--- src/rtl/fxp_acc_ctrl_pkg.sv ---
// Shared configuration for the adaptive-Q accumulator controller:
// default sizes, Q-field width and FSM state encoding.
package fxp_acc_ctrl_pkg;

  localparam int DEF_WORD_SIZE = 16;
  localparam int DEF_LEN_W     = 8;
  localparam int QW            = 4;

  typedef enum logic [1:0] {
    IDLE  = 2'd0,
    ACCUM = 2'd1,
    NORM  = 2'd2,
    DONE  = 2'd3
  } state_t;

endpackage

--- src/rtl/fxp_acc_ctrl_if.sv ---
// Term-stream and result handshake bundle for fxp_acc_ctrl; the
// master side feeds jobs and terms, the slave side is the controller.
interface fxp_acc_ctrl_if
  import fxp_acc_ctrl_pkg::*;
#(
  parameter int WORD_SIZE = DEF_WORD_SIZE,
  parameter int LEN_W     = DEF_LEN_W
);

  logic                 start;
  logic [LEN_W-1:0]     len;
  logic [WORD_SIZE-1:0] term;
  logic [QW-1:0]        term_qf;
  logic                 term_valid;
  logic                 term_ready;
  logic [WORD_SIZE-1:0] res;
  logic [QW-1:0]        res_qi;
  logic [QW-1:0]        res_qf;
  logic                 res_valid;
  logic                 res_ready;
  logic                 sat;
  logic                 busy;

  modport master (
    output start, len, term, term_qf, term_valid, res_ready,
    input  term_ready, res, res_qi, res_qf, res_valid, sat, busy
  );

  modport slave (
    input  start, len, term, term_qf, term_valid, res_ready,
    output term_ready, res, res_qi, res_qf, res_valid, sat, busy
  );

endinterface

--- src/rtl/fxp_qalign_add.sv ---
// Combinational aligned add of two Q-formatted words: aligns to the
// coarser fraction, widens the integer field on overflow, else saturates.
module fxp_qalign_add
  import fxp_acc_ctrl_pkg::*;
#(
  parameter int WORD_SIZE = DEF_WORD_SIZE
) (
  input  logic signed [WORD_SIZE-1:0] a,
  input  logic        [QW-1:0]        qf_a,
  input  logic signed [WORD_SIZE-1:0] b,
  input  logic        [QW-1:0]        qf_b,
  output logic signed [WORD_SIZE-1:0] sum,
  output logic        [QW-1:0]        qf_out,
  output logic                        sat_hit
);

  localparam logic [QW-1:0] MAX_SH = QW'(WORD_SIZE - 1);

  logic        [QW-1:0]        diff;
  logic        [QW-1:0]        sh;
  logic        [QW-1:0]        qf_base;
  logic signed [WORD_SIZE-1:0] a_al;
  logic signed [WORD_SIZE-1:0] b_al;
  logic signed [WORD_SIZE-1:0] raw;
  logic                        ovf;

  // The finer operand loses its extra fraction bits by truncating shift.
  always_comb begin
    a_al    = a;
    b_al    = b;
    sum     = '0;
    qf_out  = '0;
    sat_hit = 1'b0;
    if (qf_a > qf_b) begin
      diff    = qf_a - qf_b;
      qf_base = qf_b;
    end else begin
      diff    = qf_b - qf_a;
      qf_base = qf_a;
    end
    sh = (diff > MAX_SH) ? MAX_SH : diff;
    if (qf_a > qf_b) a_al = a >>> sh;
    else             b_al = b >>> sh;

    raw = a_al + b_al;
    ovf = (a_al[WORD_SIZE-1] == b_al[WORD_SIZE-1]) &&
          (raw[WORD_SIZE-1] != a_al[WORD_SIZE-1]);

    sum    = raw;
    qf_out = qf_base;
    if (ovf) begin
      if (qf_base != '0) begin
        sum    = (a_al >>> 1) + (b_al >>> 1);
        qf_out = qf_base - 1'b1;
      end else begin
        sat_hit = 1'b1;
        sum     = a_al[WORD_SIZE-1] ? {1'b1, {(WORD_SIZE-1){1'b0}}}
                                    : {1'b0, {(WORD_SIZE-1){1'b1}}};
      end
    end
  end

endmodule

--- src/rtl/fxp_acc_ctrl.sv ---
// Sequencing controller for the adaptive-Q accumulator: accepts LEN terms,
// accumulates them with format widening, renormalises and holds the result.
module fxp_acc_ctrl
  import fxp_acc_ctrl_pkg::*;
#(
  parameter int WORD_SIZE = DEF_WORD_SIZE,
  parameter int LEN_W     = DEF_LEN_W
) (
  input  logic          clk,
  input  logic          rst_n,
  fxp_acc_ctrl_if.slave bus
);

  localparam logic [QW-1:0] QF_MAX = QW'(WORD_SIZE - 1);

  state_t                      state;
  state_t                      next_state;
  logic signed [WORD_SIZE-1:0] acc;
  logic        [QW-1:0]        acc_qf;
  logic        [LEN_W-1:0]     count;
  logic                        first;
  logic                        sat_r;

  logic signed [WORD_SIZE-1:0] sum;
  logic        [QW-1:0]        qf_out;
  logic                        sat_hit;
  logic                        accept;
  logic                        norm_shift;

  fxp_qalign_add #(.WORD_SIZE(WORD_SIZE)) u_qalign_add (
    .a       (acc),
    .qf_a    (acc_qf),
    .b       (bus.term),
    .qf_b    (bus.term_qf),
    .sum     (sum),
    .qf_out  (qf_out),
    .sat_hit (sat_hit)
  );

  assign accept     = bus.term_valid && bus.term_ready;
  // A redundant sign bit can be traded for one more fraction bit while QI > 1.
  assign norm_shift = (acc[WORD_SIZE-1] == acc[WORD_SIZE-2]) && (acc_qf < QF_MAX);

  always_ff @(posedge clk) begin
    if (!rst_n) state <= IDLE;
    else        state <= next_state;
  end

  always_comb begin
    next_state = state;
    case (state)
      IDLE:    if (bus.start) next_state = (bus.len == '0) ? DONE : ACCUM;
      ACCUM:   if (accept && (count == LEN_W'(1))) next_state = NORM;
      NORM:    if (!norm_shift) next_state = DONE;
      DONE:    if (bus.res_ready) next_state = IDLE;
      default: next_state = IDLE;
    endcase
  end

  always_comb begin
    bus.term_ready = (state == ACCUM);
    bus.res_valid  = (state == DONE);
    bus.busy       = (state != IDLE);
  end

  always_ff @(posedge clk) begin
    if (!rst_n) begin
      acc    <= '0;
      acc_qf <= QF_MAX;
      count  <= '0;
      first  <= 1'b0;
      sat_r  <= 1'b0;
    end else begin
      case (state)
        IDLE: begin
          if (bus.start) begin
            sat_r <= 1'b0;
            count <= bus.len;
            first <= 1'b1;
            if (bus.len == '0) begin
              acc    <= '0;
              acc_qf <= QF_MAX;
            end
          end
        end
        ACCUM: begin
          if (accept) begin
            count <= count - 1'b1;
            first <= 1'b0;
            if (first) begin
              acc    <= bus.term;
              acc_qf <= bus.term_qf;
            end else begin
              acc    <= sum;
              acc_qf <= qf_out;
              if (sat_hit) sat_r <= 1'b1;
            end
          end
        end
        NORM: begin
          if (norm_shift) begin
            acc    <= acc <<< 1;
            acc_qf <= acc_qf + 1'b1;
          end
        end
        default: ;
      endcase
    end
  end

  // QI is derived from QF so the two always sum to WORD_SIZE (16 wraps to 0).
  assign bus.res    = acc;
  assign bus.res_qf = acc_qf;
  assign bus.res_qi = QW'(WORD_SIZE) - acc_qf;
  assign bus.sat    = sat_r;

endmodule

--- src/flat_wrapper.sv ---
// flat-port wrapper written by rule: the top's interface ports become plain ports
module fxp_acc_ctrl_flat import fxp_acc_ctrl_pkg::*;
#(
  parameter int WORD_SIZE = DEF_WORD_SIZE,
  parameter int LEN_W     = DEF_LEN_W
)
  (clk, rst_n, bus_start, bus_len, bus_term, bus_term_qf, bus_term_valid, bus_res_ready, bus_term_ready, bus_res, bus_res_qi, bus_res_qf, bus_res_valid, bus_sat, bus_busy);
  fxp_acc_ctrl_if #(.WORD_SIZE(WORD_SIZE), .LEN_W(LEN_W)) bus_i ();
  input  logic clk;
  input  logic rst_n;
  input wire logic [$bits(bus_i.start)-1:0] bus_start;
  input wire logic [$bits(bus_i.len)-1:0] bus_len;
  input wire logic [$bits(bus_i.term)-1:0] bus_term;
  input wire logic [$bits(bus_i.term_qf)-1:0] bus_term_qf;
  input wire logic [$bits(bus_i.term_valid)-1:0] bus_term_valid;
  input wire logic [$bits(bus_i.res_ready)-1:0] bus_res_ready;
  output wire logic [$bits(bus_i.term_ready)-1:0] bus_term_ready;
  output wire logic [$bits(bus_i.res)-1:0] bus_res;
  output wire logic [$bits(bus_i.res_qi)-1:0] bus_res_qi;
  output wire logic [$bits(bus_i.res_qf)-1:0] bus_res_qf;
  output wire logic [$bits(bus_i.res_valid)-1:0] bus_res_valid;
  output wire logic [$bits(bus_i.sat)-1:0] bus_sat;
  output wire logic [$bits(bus_i.busy)-1:0] bus_busy;
  assign bus_i.start = bus_start;
  assign bus_i.len = bus_len;
  assign bus_i.term = bus_term;
  assign bus_i.term_qf = bus_term_qf;
  assign bus_i.term_valid = bus_term_valid;
  assign bus_i.res_ready = bus_res_ready;
  assign bus_term_ready = bus_i.term_ready;
  assign bus_res = bus_i.res;
  assign bus_res_qi = bus_i.res_qi;
  assign bus_res_qf = bus_i.res_qf;
  assign bus_res_valid = bus_i.res_valid;
  assign bus_sat = bus_i.sat;
  assign bus_busy = bus_i.busy;
  fxp_acc_ctrl #(.WORD_SIZE(WORD_SIZE), .LEN_W(LEN_W)) u_core (.clk(clk), .rst_n(rst_n), .bus(bus_i));
endmodule
--- config.mk ---
export PLATFORM = sky130hd
export DESIGN_NAME = fxp_acc_ctrl_flat
export DESIGN_NICKNAME = d
export VERILOG_FILES = /design/src/rtl/fxp_acc_ctrl_pkg.sv /design/src/rtl/fxp_acc_ctrl_if.sv /design/src/rtl/fxp_qalign_add.sv /design/src/rtl/fxp_acc_ctrl.sv /design/src/flat_wrapper.sv
export SDC_FILE = /design/constraint.sdc
export NUM_CORES = 1
export LEC_CHECK = 0
export CAP_MARGIN = 20
export CORE_MARGIN = 10
export CORE_UTILIZATION = 60
export CTS_BUF_LIST = sky130_fd_sc_hd__clkbuf_8
export DETAILED_ROUTE_END_ITERATION = 8
export GPL_ROUTABILITY_DRIVEN = 0
export PLACE_DENSITY = 0.89
export SLEW_MARGIN = 0
export SYNTH_ARGS = -nofsm -noshare
export SYNTH_HDL_FRONTEND = slang
export SYNTH_SLANG_ARGS = --single-unit
--- constraint.sdc ---
create_clock -name clk -period 6.4 [get_ports clk]
set_input_delay 0.64 -clock clk [delete_from_list [all_inputs] [get_ports clk]]
set_output_delay 0.64 -clock clk [all_outputs]
set_load 0.1 [all_outputs]
* Word level (Yosys, flattened, before mapping)
Index checks and enable logic that the tools add are counted.
** Word-level totals
- Bits in registers :: 32
- Bits in latches :: 0
- Memory bits (writable) :: 0
- Bits in read-only memories :: 0
- Word-level logic and storage cells :: 90
- Memories :: 0
** Cells by class
- Add/sub/neg operators :: 8
- $mul :: 0
- Divide/modulo/power cells :: 0
- Magnitude comparators :: 3
- Eq/ne operators :: 16
- Shifts and indexed selects :: 2
- Multiplexer cells :: 41
- Bitwise logic cells :: 0
- Reductions and logical operators :: 14
** Operator list (count)
- $mux W16 :: 10
- $pmux W16 S3 :: 1
- $mux W4 :: 10
- $sshr A16 B4 Y16 :: 2
- $add A15 B15 Y16 :: 1
- $add A16 B16 Y16 :: 1
- $mux W8 :: 2
- $pmux W8 S2 :: 1
- $ne A2 B2 Y1 const B :: 7
- $pmux W4 S3 :: 1
- $mux W2 :: 5
- $reduce_and A5 Y1 :: 2
- $eq A8 B1 Y1 const B :: 1
- $logic_not A8 Y1 :: 1
- $mux W1 :: 8
- $pmux W2 S4 :: 1
- $sub A4 B4 Y4 :: 2
- $sub A8 B1 Y8 const B :: 1
- $add A4 B1 Y4 const B :: 1
- $eq A2 B2 Y1 const B :: 2
- $gt A4 B4 Y1 :: 1
- $gt A4 B4 Y1 const B :: 1
- $logic_and A1 B1 Y1 :: 4
- $lt A4 B4 Y1 const B :: 1
- 13 further kinds :: 17

* Longest topological paths before layout
Gate-level depths: netlist of the first run.
- Word-level depth :: 14
- Depth in mapped cells :: 24
- Depth with buffers taken out :: 21

* Hierarchy
Synthesis of the first run repeated with hierarchy kept, for this count alone.
** Second synthesis, totals
- Cell total of the unflattened synthesis :: 788
- Area, all modules :: 5940.7 µm²
** Modules (own cells, without submodules)
- fxp_qalign_add :: times used 1, cells each 548, area an instance 3926.3 µm²
- fxp_acc_ctrl :: times used 1, cells each 240, area an instance 2014.4 µm²

* Least setup slack after synthesis of the first run
Ideal clock, no wire load.
- Path type :: flip-flop to flip-flop
- Start :: register u_core.acc_qf[1], in the netlist u_core.bus.res_qf[1]
- End :: register u_core.acc[5], in the netlist u_core.bus.res[5]
- Setup time :: 0.117 ns
- Arrival time :: 5.990 ns
- Data required time :: 6.283 ns
- Setup slack :: 0.292 ns
- Stages on the path, launching flop included :: 23
- Path buffers :: 3
- Clock period less this slack :: 6.108 ns
- Cells stage by stage :: dfxtp_1 > inv_1 > ha_1 > and4_4 > nor3_2 > mux2i_2 > buf_6 > buf_4 > mux2i_1 > mux2i_1 > nor3_1 > o41ai_1 > ha_1 > inv_1 > fa_1 > nand2b_1 > nand4_1 > nand3b_1 > nand3_1 > and3_1 > clkbuf_1 > nand3_1 > a32o_1
** Between the ends
- Longest elaborated chain between the ends :: 13
- Elaborated cells between the ends (all ways) :: 27
- Classes of those cells :: add/sub (4); order compare (3); eq/ne (3); shift (2); mux (11); reduce/logical (4)
** Ends and longest elaborated chain
- start, declared :: RTL line fxp_acc_ctrl.sv:19 : logic [QW-1:0] acc_qf;
- start signal, assigned :: RTL line fxp_acc_ctrl.sv:92 : acc_qf <= bus.term_qf;
- start signal, assigned :: RTL line fxp_acc_ctrl.sv:95 : acc_qf <= qf_out;
- start signal, assigned :: RTL line fxp_acc_ctrl.sv:103 : acc_qf <= acc_qf + 1'b1;
- $sub A4 B4 Y4 (tied with other cells) :: RTL line fxp_qalign_add.sv:38 : diff = qf_b - qf_a;
- $mux W4 :: RTL line fxp_qalign_add.sv:34 : if (qf_a > qf_b) begin
- $gt A4 B4 Y1 :: RTL line fxp_qalign_add.sv:41 : sh = (diff > MAX_SH) ? MAX_SH : diff;
- $mux W4 :: RTL line fxp_qalign_add.sv:41
- $sshr A16 B4 Y16, on equally long branches :: RTL line fxp_qalign_add.sv:42, fxp_qalign_add.sv:43
- $mux W16 :: RTL line fxp_qalign_add.sv:42 : if (qf_a > qf_b) a_al = a >>> sh;
- $add A16 B16 Y16 :: RTL line fxp_qalign_add.sv:45 : raw = a_al + b_al;
- $ne A1 B1 Y1 :: RTL line fxp_qalign_add.sv:47 : (raw[WORD_SIZE-1] != a_al[WORD_SIZE-1]);
- $logic_and A1 B1 Y1 :: RTL line fxp_qalign_add.sv:46 : ovf = (a_al[WORD_SIZE-1] == b_al[WORD_SIZE-1]) &&
- $mux W16 :: RTL line fxp_qalign_add.sv:51 : if (ovf) begin
- $mux W16 :: RTL line fxp_acc_ctrl.sv:90 : if (first) begin
- $mux W16 :: RTL line fxp_acc_ctrl.sv:87 : if (accept) begin
- $pmux W16 S3 :: RTL line fxp_acc_ctrl.sv:74 : case (state)
- end signal, assigned :: RTL line fxp_acc_ctrl.sv:91 : acc <= bus.term;
- end signal, assigned :: RTL line fxp_acc_ctrl.sv:94 : acc <= sum;
- end signal, assigned :: RTL line fxp_acc_ctrl.sv:102 : acc <= acc <<< 1;
- end, declared :: RTL line fxp_acc_ctrl.sv:18 : logic signed [WORD_SIZE-1:0] acc;
Several ways; a longest one is shown, not always the timed one. The select of a mux whose other input is x is not followed.
A chain may end at the register's enable or synchronous reset.

* Final worst setup path of the first run
- Start :: input bus_term_qf[0]
- End :: register u_core.acc[10], in the netlist u_core.bus.res[10]
** Between the ends
- Longest elaborated chain between the ends :: 13
- Elaborated cells between the ends (all ways) :: 23
- Classes of those cells :: add/sub (4); order compare (2); eq/ne (2); shift (2); mux (11); reduce/logical (2)
** Ends and longest elaborated chain
- start, declared :: RTL line flat_wrapper.sv:14 : input wire logic [$bits(bus_i.term_qf)-1:0] bus_term_qf;
- $sub A4 B4 Y4 (tied with other cells) :: RTL line fxp_qalign_add.sv:38
- $mux W4 :: RTL line fxp_qalign_add.sv:34
- $gt A4 B4 Y1 :: RTL line fxp_qalign_add.sv:41
- $mux W4 :: RTL line fxp_qalign_add.sv:41
- $sshr A16 B4 Y16, on equally long branches :: RTL line fxp_qalign_add.sv:42, fxp_qalign_add.sv:43
- $mux W16 :: RTL line fxp_qalign_add.sv:42
- $add A16 B16 Y16 :: RTL line fxp_qalign_add.sv:45
- $ne A1 B1 Y1 :: RTL line fxp_qalign_add.sv:47
- $logic_and A1 B1 Y1 :: RTL line fxp_qalign_add.sv:46
- $mux W16 * :: RTL line fxp_qalign_add.sv:51
- $mux W16 * :: RTL line fxp_acc_ctrl.sv:90
- $mux W16 * :: RTL line fxp_acc_ctrl.sv:87
- $pmux W16 S3 * :: RTL line fxp_acc_ctrl.sv:74
Every way passes the cells marked *; elsewhere a longest branch is shown, timed or not. The select of a mux whose other input is x is not followed.

==> results.cfg, run 1 <==
[floorplan]
io_pins = 61
dieArea_um2 = 13520
row_count = 35
fp.coreArea_um2 = 9153
die_y_um = 116.3
die_x_um = 116.3
start_util_pct = 60.78

[worst_setup_path]
worstPathCellList = clkdlybuf4s50_1 -> ha_1 -> inv_1 -> fa_1 -> a211o_1 -> and4_1 -> o21ai_0 -> nand2b_1 -> buf_4 -> and2_1 -> a2111oi_1 -> a211oi_1 -> ha_1 -> fa_1 -> a21o_1 -> a21oi_1 -> o21ba_2 -> o21ai_0 -> xor2_1 -> o21ai_0 -> o221ai_1
cp-end-kind = flop
crit_top_cell = o21ai_0
slowest_stage = clkdlybuf4s50_1
cp_max_fo = 9
arrival_ns = 6.26
cp.required_ns = 6.55
crit_type = input pin to flop
r2r_slack_ns = 0.48
start_kind = input pin
critical_path.max_stage_delay_ns = 0.58

[routing]
drt_first_pass_iters = 6
drt-initial-drc-count = 1107
ant_nets = 0
via_per_inst = 7.412
route.detailed.drc = 0
wire_per_inst_um = 22.63
vias = 6515
routed_wl_mm = 19.89

[sta]
finalHoldViolCount = 0
fin_crit_sh_pct = 95.37
slew_viol_final = 0
max_slew.worst_pin.slew_ns = 1.026
post-route-min-period_ns = 6.104
fin_skew_ns = 0.01092
fmax_ghz = 0.1638
tns_ns = 0
slew-limit-headroom_pct = 31.59
setup_violations = 0
rsz0062_at_grt = no

[synthesis]
synthCells = 735
syn_nets = 804
synth.distinct_cells = 77
synth-seq-area-share_pct = 11.52
synth-seq-cells = 32
synth-edff-count = 0
yosysWarnings = 0
synth-main-ff-cell = dfxtp_1
netlist_area_um2 = 5563
avgSynthCellArea_um2 = 7.568
async_flop_share_pct = 0

[placed_design]
post_dp_cell_area_um2 = 6261
dp.final_hpwl_mm = 14.72
port_buffers = 60

[run_status]
status = finished clean

[clock_tree]
cts.sinks = 32
cts_tree = yes
root_buffer = clkbuf_8
clk_pin_slew_ns = 0.07
clk_path_buf_depth = 2
clkLatencyLatePin_ns = 0.30
cts_buffers = 5
h-tree-depth = 2

[cells_and_area]
drive_gt1_share_pct = 11.33
multi_input_area_um2 = 4604
layout.cell_area.non_filler_um2 = 6410
ff_latch_area_um2 = 640.6
final_common_cell = nand2_1
most-common-layout-cells = 69 x nand2_1, 60 x clkdlybuf4s50_1, 50 x nor2_1
areaGrowthSynthToFinish_pct = 15.23
fin_nets = 836
antenna_cells = 0
fillers = 716

[grt]
gr-total-overflow = 0
grt_pass1_wl_mm = 31.62
antenna_found_initial = 0
grt_max_degree = 38
grtUsageTotal_pct = 28.37
grt_pass1_vias = 6206

[hold_path]
hp-class = flop to flop

[job]
drv_cap = 0
## registers in the layout, summed over array words and instances (netlist names)
name / flops
u_core.bus.res: 16
u_core.bus.res_qf: 4
u_core.bus.sat: 1
u_core.count: 8
u_core.first: 1
u_core.state: 2
## what timing repair did
action / 4_1_cts / 5_1_grt
endpoints found under the setup margin: 0 / 16
endpoints found under the hold margin: 0 / 0
resized for setup: 0 / 10
buffers inserted: 0 / 0
hold buffers: 0 / 0
## synth_stat cells, types with 4 or more instances
library cell,instances,area (um2)
nor3_1,19,95.09
ha_1,32,400.4
buf_4,5,37.54
or3_1,7,43.79
clkbuf_1,41,153.9
o21ai_0,45,225.2
o21ai_1,7,35.03
o31ai_1,12,90.09
and3_1,6,37.54
nand2_1,69,259.0
nand2b_1,8,50.05
nand4_1,10,62.56
a31o_2,4,35.03
nor3b_1,4,30.03
a21oi_1,42,210.2
a22o_1,4,35.03
a221o_1,4,40.04
buf_2,11,55.05
nand3_1,31,155.2
nor2_1,50,187.7
and2_1,8,50.05
xor2_1,15,131.4
mux2i_1,42,420.4
dfxtp_1,32,640.6
inv_1,28,105.1
a22oi_1,12,90.09
o22ai_1,4,25.02
mux4_2,17,382.9
mux2_2,16,180.2
or4_1,4,30.03
a21o_1,5,37.54
a31oi_1,11,68.82
a221oi_1,9,78.83
o211ai_1,11,82.58
fa_1,4,80.08
a21boi_0,4,30.03
a211oi_1,14,105.1
xnor2_1,14,122.6
o21a_1,4,30.03
o31a_1,4,35.03
o221ai_1,8,70.07
## critical path: cells and delay by family
kind | cells | cell delay [ns]
AOI/OAI and AO/OA | 10 | 2.62
xor gates and xnor gates | 1 | 0.16
adders and majority gates | 4 | 1.28
buffers and inverters | 3 | 0.90
and+or+nand+nor | 3 | 0.66
## logic make-up after synthesis
logic type	count (synthesis)	synth area share (%)
AO/OA/AOI/OAI	233	28.75
adder cells (fa/ha/maj)	36	8.637
flip-flops	32	11.52
AND/OR/NAND/NOR	240	21.66
multiplexers	76	17.93
XOR/XNOR	30	4.858
buffers and inverters	88	6.658
## final timing paths
path | startpoint | to | cells after the start
setup / recovery | bus_term_qf[0] | u_core.bus.res[10] | 21
hold reg to reg | u_core.bus.sat | u_core.bus.sat | 1
setup reg to reg | u_core.bus.res_qf[0] | u_core.bus.res[10] | 22
hold / removal | u_core.bus.sat | u_core.bus.sat | 1
## per-layer routing
layer | part of all wire, % | GRT usage (%) | vias up
li1 | - | - | 2863
met3 | 13 | 6.831 | 120
met1 | 36 | 34.38 | 3010
met4 | 5.3 | 13.43 | 0
met5 | 0 | 0 | -
met2 | 46 | 46.27 | 522
## stage by stage
stage	hold slack, ns	instances	worst slack, ns	util, %
floorplan	0.4507	735	0.2922	-
global placement	0.4666	871	0.1579	68.41
detailed placement	0.4983	871	-0.02467	68.41
CTS	0.5202	879	0.2791	69.58
global route	0.5481	879	0.009736	70.03
finish	0.5215	879	0.2965	70.03
## cell type report
class                      instances  share of cell area (%)
clock buffer                       5                   1.074
clock inverter                     3                  0.6051
tap                              111                   2.167
timing repair buffer              84                   12.63
sequential                        32                   9.994
multi-input combinational        615                   71.83
inverter                          29                   1.698
Power of run 1 is not shown: default switching activity piles up to over one toggle a cycle in this logic, so the estimate is an artifact.
==> run 2, diff against run 1 <==
--- a/config.mk
+++ b/config.mk
@@ -11,7 +11,7 @@
 export CTS_BUF_LIST = sky130_fd_sc_hd__clkbuf_8
 export DETAILED_ROUTE_END_ITERATION = 8
 export GPL_ROUTABILITY_DRIVEN = 0
-export PLACE_DENSITY = 0.89
+export PLACE_DENSITY = 0.81
 export SLEW_MARGIN = 0
 export SYNTH_ARGS = -nofsm -noshare
 export SYNTH_HDL_FRONTEND = slang
==> run 2 against run 1 <==
  * Sequential share of layout area is essentially flat
  * Global-route usage shrank 0.25 points
  * Critical path depth is the same
  * Via count shrank 1.5%
  * First-iteration DRC count shrank 11%
  * Non-clock buffer count grew 2
  * Utilization shrank 0.19 points
  * Fmax grew 0.37%
  * Die area is the same
  * Routed wire length shrank 1.3%
  * Critical path type unchanged
==> results.cfg, run 2 (synthesis results as in run 1) <==
[sta]
slew_viol_final = 0
max_slew.worst_pin.slew_ns = 1.045
finalHoldViolCount = 0
post-route-min-period_ns = 6.081
fin_crit_sh_pct = 95.02
fin_skew_ns = 0.01234
setup_violations = 0
slew-limit-headroom_pct = 29.82
fmax_ghz = 0.1644
tns_ns = 0
rsz0062_at_grt = yes

[grt]
antenna_found_initial = 0
grt_pass1_vias = 6000
grt_max_degree = 37
grtUsageTotal_pct = 28.12
gr-total-overflow = 0
grt_pass1_wl_mm = 30.90

[worst_setup_path]
slowest_stage = clkdlybuf4s50_1
cp-end-kind = flop
crit_family = simple AND/OR/NAND/NOR gates
worst-path-buf-inv = 4
cp.depth = 21
cp.required_ns = 6.58
critical_path.max_stage_delay_ns = 0.53
cp_max_fo = 16
r2r-end = u_core.bus.res_qf[2]
crit_type = input pin to flop
reg2regPathDepth = 23
start_kind = input pin
arrival_ns = 6.26
worstPathCellList = clkdlybuf4s50_1 -> inv_1 -> ha_1 -> and4_4 -> nor3_4 -> mux2i_4 -> buf_4 -> mux2i_1 -> mux2i_1 -> a211oi_1 -> o31ai_2 -> ha_1 -> inv_1 -> fa_1 -> nand2b_1 -> nand4_1 -> and3b_1 -> o21ai_1 -> and3_2 -> a311oi_1 -> o22ai_1
r2r_slack_ns = 0.47
r2r_start = u_core.bus.res_qf[0]

[routing]
route.detailed.drc = 0
drt-initial-drc-count = 983
vias = 6415
wire_per_inst_um = 22.28
drt_first_pass_iters = 7
via_per_inst = 7.281
routed_wl_mm = 19.63
ant_nets = 0

[placed_design]
port_buffers = 60
dp.final_hpwl_mm = 14.86

[hold_path]
hp-start = u_core.bus.sat
hp-class = flop to flop
min_delay_path_depth = 1
hold_end = u_core.bus.sat

[cells_and_area]
drive_gt1_share_pct = 11.43
most-common-layout-cells = 69 x nand2_1, 60 x clkdlybuf4s50_1, 50 x nor2_1
final_common_cell = nand2_1
areaGrowthSynthToFinish_pct = 14.91
fillers = 767
post-route-util_pct = 69.84
antenna_cells = 0
fin_nets = 838
multi_input_area_um2 = 4588
ff_latch_area_um2 = 640.6
largest_reg_flops = 16

[clock_tree]
root_buffer = clkbuf_8
clk_pin_slew_ns = 0.08
hold_buffers = 0
cts_tree = yes
clk_path_buf_depth = 2
h-tree-depth = 2
cts_buffers = 5
cts_setup_buffers = 0
cts.sinks = 32
clkLatencyLatePin_ns = 0.30
ctsResizeCount = 0

[floorplan]
fp.coreArea_um2 = 9153
io_pins = 61
die_y_um = 116.3
dieArea_um2 = 13520
start_util_pct = 60.78
row_count = 35
die_x_um = 116.3

[run_status]
status = finished clean

[job]
drv_cap = 0
==> run 2: worst max-delay path by stage <==
stage	slack (ns)	to	start
after floorplan	0.29	u_core.bus.res[5]	u_core.bus.res_qf[1]
after global placement	0.17	u_core.bus.res[14]	bus_term_qf[0]
after detailed placement	-0.05	u_core.bus.res[7]	bus_term_qf[3]
after CTS	0.24	u_core.bus.res[7]	bus_term_qf[3]
after global routing	-0.007	u_core.bus.res[10]	bus_term_qf[0]
final	0.32	u_core.bus.res_qf[2]	bus_term_qf[3]
==> run 2: cell type report <==
class | instances | area share (%)
clock buffer | 5 | 1.077
clock inverter | 3 | 0.6068
inverter | 29 | 1.703
multi-input combinational | 615 | 71.78
sequential | 32 | 10.02
tap | 111 | 2.173
timing repair buffer | 86 | 12.64
==> run 2: per-stage QoR <==
| stage | hold slack (ns) | cell area (um2) | instances | setup slack, ns |
|---|---|---|---|---|
| after floorplan | 0.4507 | 5563 | 735 | 0.2922 |
| after global placement | 0.4756 | 6264 | 873 | 0.1664 |
| after detailed placement | 0.4926 | 6264 | 873 | -0.04740 |
| after CTS | 0.5103 | 6371 | 881 | 0.2351 |
| after global routing | 0.5389 | 6392 | 881 | -0.007426 |
| final | 0.5073 | 6392 | 881 | 0.3189 |
==> run 2: routing by layer <==
layer / track usage [%] / wire length (um) / up-vias
met5: 0 / 0 / -
met4: 12.59 / 954 / 0
met3: 5.752 / 2451 / 103
met2: 44.31 / 8712 / 484
met1: 36.22 / 7515 / 2963
li1: - / - / 2865
Power of run 2 is left out for the same reason.
